File: config.mk
export PLATFORM = sky130hd
export DESIGN_NAME = spi_sample_capture
export DESIGN_NICKNAME = d
export VERILOG_FILES = /design/src/rtl/spi_sample_capture_pkg.sv /design/src/rtl/sample_fifo2.sv /design/src/rtl/spi_sample_capture.sv
export SDC_FILE = /design/constraint.sdc
export NUM_CORES = 1
export LEC_CHECK = 0
export ABC_CLOCK_PERIOD_IN_PS = 2500
export CORE_UTILIZATION = 57
export DETAILED_ROUTE_END_ITERATION = 10
export PLACE_DENSITY = 0.79
export SYNTH_ARGS = -nofsm -noshare
export SYNTH_HDL_FRONTEND = slang
export SYNTH_SLANG_ARGS = --single-unit
File: constraint.sdc
create_clock -name clk -period 2.5 [get_ports clk]
set_clock_uncertainty 0.2 [all_clocks]
set_input_delay 0.625 -clock clk [delete_from_list [all_inputs] [get_ports clk]]
set_output_delay 0.625 -clock clk [all_outputs]
set_load 0.005 [all_outputs]
File: src/rtl/spi_sample_capture_pkg.sv
// Shared types and constants for the SPI sample capture block.
package spi_sample_capture_pkg;

    typedef enum logic [2:0] {
        StIdle,
        StCsSetup,
        StShift,
        StCsHold,
        StPush
    } state_e;

    localparam int unsigned FIFO_DEPTH = 2;
    localparam int unsigned TS_BITS    = 16;

endpackage

File: src/rtl/sample_fifo2.sv
// Two-entry val/rdy FIFO; a push into a full buffer is accepted when a pop happens in the same cycle.
module sample_fifo2
    import spi_sample_capture_pkg::*;
#(
    parameter int unsigned WIDTH = 12
) (
    input  logic             clk,
    input  logic             reset,
    input  logic             in_val,
    output logic             in_rdy,
    input  logic [WIDTH-1:0] in_msg,
    output logic             out_val,
    input  logic             out_rdy,
    output logic [WIDTH-1:0] out_msg
);

    logic [1:0]       count_q, count_d;
    logic [WIDTH-1:0] head_q, head_d;
    logic [WIDTH-1:0] tail_q, tail_d;
    logic             full, push, pop;

    assign full    = (count_q == 2'(FIFO_DEPTH));
    assign out_val = (count_q != 2'd0);
    assign out_msg = out_val ? head_q : '0;
    assign pop     = out_val & out_rdy;
    assign in_rdy  = ~full | out_rdy;
    assign push    = in_val & in_rdy;

    always_comb begin
        count_d = count_q;
        head_d  = head_q;
        tail_d  = tail_q;
        case ({push, pop})
            2'b10: begin
                if (count_q == 2'd0) head_d = in_msg;
                else                 tail_d = in_msg;
                count_d = count_q + 2'd1;
            end
            2'b01: begin
                head_d  = tail_q;
                count_d = count_q - 2'd1;
            end
            2'b11: begin
                // Occupancy stays the same; the new entry lands behind whatever remains.
                if (count_q == 2'd1) begin
                    head_d = in_msg;
                end else begin
                    head_d = tail_q;
                    tail_d = in_msg;
                end
            end
            default: ;
        endcase
    end

    always_ff @(posedge clk) begin
        if (!reset) begin
            count_q <= 2'd0;
            head_q  <= '0;
            tail_q  <= '0;
        end else begin
            count_q <= count_d;
            head_q  <= head_d;
            tail_q  <= tail_d;
        end
    end

endmodule

File: src/rtl/spi_sample_capture.sv
// Runs one SPI mode-0 ADC read per rising tick and buffers samples for a val/rdy consumer.
// Optional SAMPLE_TIMESTAMP_EN adds a 16-bit tick timestamp carried with each sample.
module spi_sample_capture
    import spi_sample_capture_pkg::*;
#(
    parameter int unsigned NBITS   = 12,
    parameter int unsigned CLK_DIV = 2
) (
    input  logic               clk,
    input  logic               reset,
    input  logic               tick_in,
    output logic               cs_n,
    output logic               sclk,
    input  logic               miso,
    output logic [NBITS-1:0]   recv_msg,
    output logic               recv_val,
    input  logic               recv_rdy,
    output logic               overrun,
    input  logic               overrun_clr
`ifdef SAMPLE_TIMESTAMP_EN
    ,
    output logic [TS_BITS-1:0] recv_ts
`endif
);

    localparam int unsigned CNT_W = $clog2(CLK_DIV + 1);
    localparam int unsigned BIT_W = $clog2(NBITS);
    localparam logic [CNT_W-1:0] HALF_LOAD = CNT_W'(CLK_DIV - 1);
    localparam logic [BIT_W-1:0] BIT_LOAD  = BIT_W'(NBITS - 1);

    state_e           state_q;
    logic [CNT_W-1:0] cnt_q;
    logic [BIT_W-1:0] bit_q;
    logic [NBITS-1:0] shreg_q;
    logic             tick_q;
    logic             tick_rise, missed, push, fifo_rdy, drop;

    assign tick_rise = tick_in & ~tick_q;
    assign missed    = tick_rise & (state_q != StIdle);
    assign push      = (state_q == StPush);
    assign drop      = push & ~fifo_rdy;

    always_ff @(posedge clk) begin
        if (!reset) begin
            state_q <= StIdle;
            cnt_q   <= '0;
            bit_q   <= '0;
            shreg_q <= '0;
            tick_q  <= 1'b0;
            cs_n    <= 1'b1;
            sclk    <= 1'b0;
            overrun <= 1'b0;
        end else begin
            tick_q <= tick_in;
            // Set wins over a simultaneous clear.
            if (missed || drop)   overrun <= 1'b1;
            else if (overrun_clr) overrun <= 1'b0;

            case (state_q)
                StIdle: begin
                    if (tick_rise) begin
                        state_q <= StCsSetup;
                        cs_n    <= 1'b0;
                        cnt_q   <= HALF_LOAD;
                    end
                end
                StCsSetup: begin
                    if (cnt_q == '0) begin
                        state_q <= StShift;
                        cnt_q   <= HALF_LOAD;
                        bit_q   <= BIT_LOAD;
                    end else begin
                        cnt_q <= cnt_q - CNT_W'(1);
                    end
                end
                StShift: begin
                    if (cnt_q != '0) begin
                        cnt_q <= cnt_q - CNT_W'(1);
                    end else begin
                        cnt_q <= HALF_LOAD;
                        if (!sclk) begin
                            sclk    <= 1'b1;
                            shreg_q <= {shreg_q[NBITS-2:0], miso};
                        end else begin
                            sclk <= 1'b0;
                            if (bit_q == '0) state_q <= StCsHold;
                            else             bit_q   <= bit_q - BIT_W'(1);
                        end
                    end
                end
                StCsHold: begin
                    if (cnt_q == '0) begin
                        cs_n    <= 1'b1;
                        state_q <= StPush;
                    end else begin
                        cnt_q <= cnt_q - CNT_W'(1);
                    end
                end
                StPush:  state_q <= StIdle;
                default: state_q <= StIdle;
            endcase
        end
    end

`ifdef SAMPLE_TIMESTAMP_EN
    logic [TS_BITS-1:0] ts_q, ts_lat_q;
    logic [TS_BITS+NBITS-1:0] fifo_out;

    // Only accepted ticks latch, so a missed tick cannot disturb the in-flight sample's stamp.
    always_ff @(posedge clk) begin
        if (!reset) begin
            ts_q     <= '0;
            ts_lat_q <= '0;
        end else begin
            ts_q <= ts_q + TS_BITS'(1);
            if (tick_rise && state_q == StIdle) ts_lat_q <= ts_q;
        end
    end

    sample_fifo2 #(
        .WIDTH(TS_BITS + NBITS)
    ) u_fifo (
        .clk    (clk),
        .reset  (reset),
        .in_val (push),
        .in_rdy (fifo_rdy),
        .in_msg ({ts_lat_q, shreg_q}),
        .out_val(recv_val),
        .out_rdy(recv_rdy),
        .out_msg(fifo_out)
    );

    assign recv_msg = fifo_out[NBITS-1:0];
    assign recv_ts  = fifo_out[TS_BITS+NBITS-1:NBITS];
`else
    sample_fifo2 #(
        .WIDTH(NBITS)
    ) u_fifo (
        .clk    (clk),
        .reset  (reset),
        .in_val (push),
        .in_rdy (fifo_rdy),
        .in_msg (shreg_q),
        .out_val(recv_val),
        .out_rdy(recv_rdy),
        .out_msg(recv_msg)
    );
`endif

endmodule

==> metrics.txt <==
outcome=complete, no violations; mean instance size in the synthesized netlist=9.466 um2; minimum clock period=2384 ps; data arrival time of the worst path=2380 ps; quantity of hold-fixing buffers added after cts=0; total area of multi-input combinational cells=1335 um2; TritonCTS clock tree=done; main flop type after synthesis=sky130_fd_sc_hd__dfxtp_1; Critical Path Start Type=input pin; post-route clock period utilization=0.9537; Port Buffer Count=21; total global routing overflow=0; Hold Crit Class=flop to flop; P&R area growth vs syn=21.96%; final weighted congestion of routability-driven global placement=0.8205; post-placement cell area=2845 um2; routed vias/inst=5.716; RSZ-0062 raised after global routing=no; sequential-to-total area share from yosys stat=0.4148; number of buffers inserted during clock tree synthesis=5; most instantiated library cell after synthesis=sky130_fd_sc_hd__dfxtp_1; cell total after placement=340; IR drop worst, VDD=0.3769 mV; Pwr per Cell Area=721.3 nW/um2; DR DRC count=0; number of max-slew violations in the final report=0; area of the die=4585 um2; number of rows created at floorplan=23; internal power summed over all cells=1474 uW; post-synth net total=277; number of cells in the finished layout apart from fillers=349; number of antenna violations at the first check in global routing=0; number of vias in the routed layout=1,995; number of primary I/O pins=22; Final #Nets=315; area share of the largest cell type after synthesis=0.4148; Clock Latency Late Sink=310 ps; cells after synthesis=260; async set or reset register ratio after synthesis=0; Die Wd=67.71 um; maxcap violations=0; clk slew on worst S/H paths=100 ps; largest fanout of any net on the critical path=7; fraction of final layout cells sized beyond drive strength 1=0.1906; Rel. slew slack=0.6509; accumulated negative setup slack=0 ps; post-synth top area cell=sky130_fd_sc_hd__dfxtp_1; via count of the first global-routing pass=1,896; post-synthesis cell area=2461 um2; all-layer global routing usage=0.2521; depth of the CTS H-tree=2; Detailed Route WL=5182 um; synthesis warning total=0; portion of total power attributed to the clock network=0.235; sequential fraction of design power=0.446; final hold vios=0; pin count of the biggest net entering global routing=23; clock tree buffer depth=2; initial standard-cell utilization of the core=0.6023; #FFs+latches synth=51; Crit. End Element=flop; top cells by instance count after synthesis=51 x sky130_fd_sc_hd__dfxtp_1, 45 x sky130_fd_sc_hd__nor2_1, 25 x sky130_fd_sc_hd__mux2i_1, 16 x sky130_fd_sc_hd__nor2b_1, 14 x sky130_fd_sc_hd__o21ai_0; core area=4086 um2; Die Y=67.71 um; number of antenna diodes=0; number of enable-type register cells in the synthesized netlist=0; DR pass1 iterations=5; switching power total=690.9 uW; count of cell types in the netlist=40; actual transition at the worst max-transition pin=523.2 ps; post-route ant nets=0; Area contributors post-synth=sky130_fd_sc_hd__dfxtp_1 41%, sky130_fd_sc_hd__mux2i_1 10%, sky130_fd_sc_hd__nor2_1 6.9%; routed length per instance=14.85 um; drt initial violations=84; static leakage=0.001453 uW; final standard cell area without fillers=3002 um2; slack of the worst reg-to-reg path=230 ps; half-perimeter wire length after placement=3420 um; Gate power share=0.319; post-route total power=2165 uW; Root Buffer=sky130_fd_sc_hd__clkbuf_8; register area=1023 um2; Critical Setup Path Class=input pin to flop; # clock sinks=51; fmax=0.4194 GHz; Worst Path Required=2500 ps; final number of setup-violating endpoints=0; count of fill cells added during filler insertion=314; global-route wire length before repair=8542 um; switch share=0.3191
layer usage:
layer	vias up	part of all wire	GRT usage
met5	-	0	0
met4	0	0.019	0.1197
met3	13	0.041	0.05743
met2	56	0.48	0.4233
met1	938	0.46	0.3006
li1	988	-	-
state kept, by name (all words and copies together) (netlist names), 2 cells and up:
register and count:
state_q 3, bit_q 4, u_fifo.count_q 2, u_fifo.head_q 12
shreg_q 12, u_fifo.tail_q 12, cnt_q 2
critical path, stage by stage:
cell,delay (ps)
sky130_fd_sc_hd__clkdlybuf4s50_1,470
sky130_fd_sc_hd__nand2b_1,150
sky130_fd_sc_hd__nand3_2,110
sky130_fd_sc_hd__inv_1,100
sky130_fd_sc_hd__ha_1,190
sky130_fd_sc_hd__nand2_1,80
sky130_fd_sc_hd__o211ai_1,130
sky130_fd_sc_hd__buf_4,240
sky130_fd_sc_hd__mux2i_2,230
sky130_fd_sc_hd__nor2_1,60
power by group through the flow:
stage | Sequential (uW) | Clock [uW] | Combinational (uW)
4_1_cts | 965 | 519 | 685
3_5_place_dp | 983 | 0 | 659
2_1_floorplan | 973 | 0 | 451
3_3_place_gp | 977 | 0 | 650
5_1_grt | 980 | 551 | 763
6_report | 965 | 508 | 692
logic make-up (layout without fill, tap and decap cells):
| group | Yosys count | count (layout) | share of synthesized area |
|---|---|---|---|
| adder cells (fa/ha/maj) | 11 | 11 | 0.05592 |
| buffers and inverters | 28 | 67 | 0.05287 |
| AO/OA/AOI/OAI | 51 | 51 | 0.1764 |
| AND/OR/NAND/NOR | 91 | 91 | 0.1876 |
| flip-flops | 51 | 51 | 0.4148 |
| XOR/XNOR | 3 | 3 | 0.01068 |
| multiplexers | 25 | 25 | 0.1017 |
layout make-up:
| class | count | share of cell area |
|---|---|---|
| timing repair buffer | 46 | 0.1442 |
| sequential | 51 | 0.3410 |
| clock buffer | 6 | 0.02751 |
| inverter | 13 | 0.01626 |
| multi-input combinational | 181 | 0.4448 |
| tap | 50 | 0.02084 |
| clock inverter | 2 | 0.005419 |
repair_timing:
item	in CTS	in global routing
setup buffers	1	0
gates cloned	0	0
hold endpoints to repair	0	0
gates resized for setup	7	14
setup endpoints to repair	13	25
pin swaps	0	1
through the flow:
stage,utilization,setup slack [ps],hold slack (ps)
floorplan,-,223.1,253.4
CTS,0.7254,9.202,297.8
global placement,0.6963,-190.1,270.5
finish,0.7345,115.7,293.4
detailed placement,0.6963,-260.7,277.5
global route,0.7345,11.82,322.9
cell usage in the layout (no fill, tap or decap), drive strengths merged, types with 4 or more instances in the layout:
master,count
buf,25
clkdlybuf4s50,9
a221oi,13
mux2i,25
nor2b,16
o21ai,14
clkbuf,6
a31oi,4
inv,13
ha,11
nand2b,6
nor3,4
a21oi,4
nand2,8
dfxtp,51
dlymetal6s2s,10
nor2,45
path summary, 6_finish.rpt:
check,to,startpoint,cells past startpoint
min,bit_q[3]$_SDFFE_PN0P_,bit_q[3]$_SDFFE_PN0P_,1
max,u_fifo.tail_q[4]$_SDFFE_PN0P_,recv_rdy,10
max reg2reg,u_fifo.tail_q[4]$_SDFFE_PN0P_,u_fifo.count_q[0]$_SDFFE_PN0P_,10
min reg2reg,bit_q[3]$_SDFFE_PN0P_,bit_q[3]$_SDFFE_PN0P_,1
No activity file was read; power rests on OpenSTA's default activity.
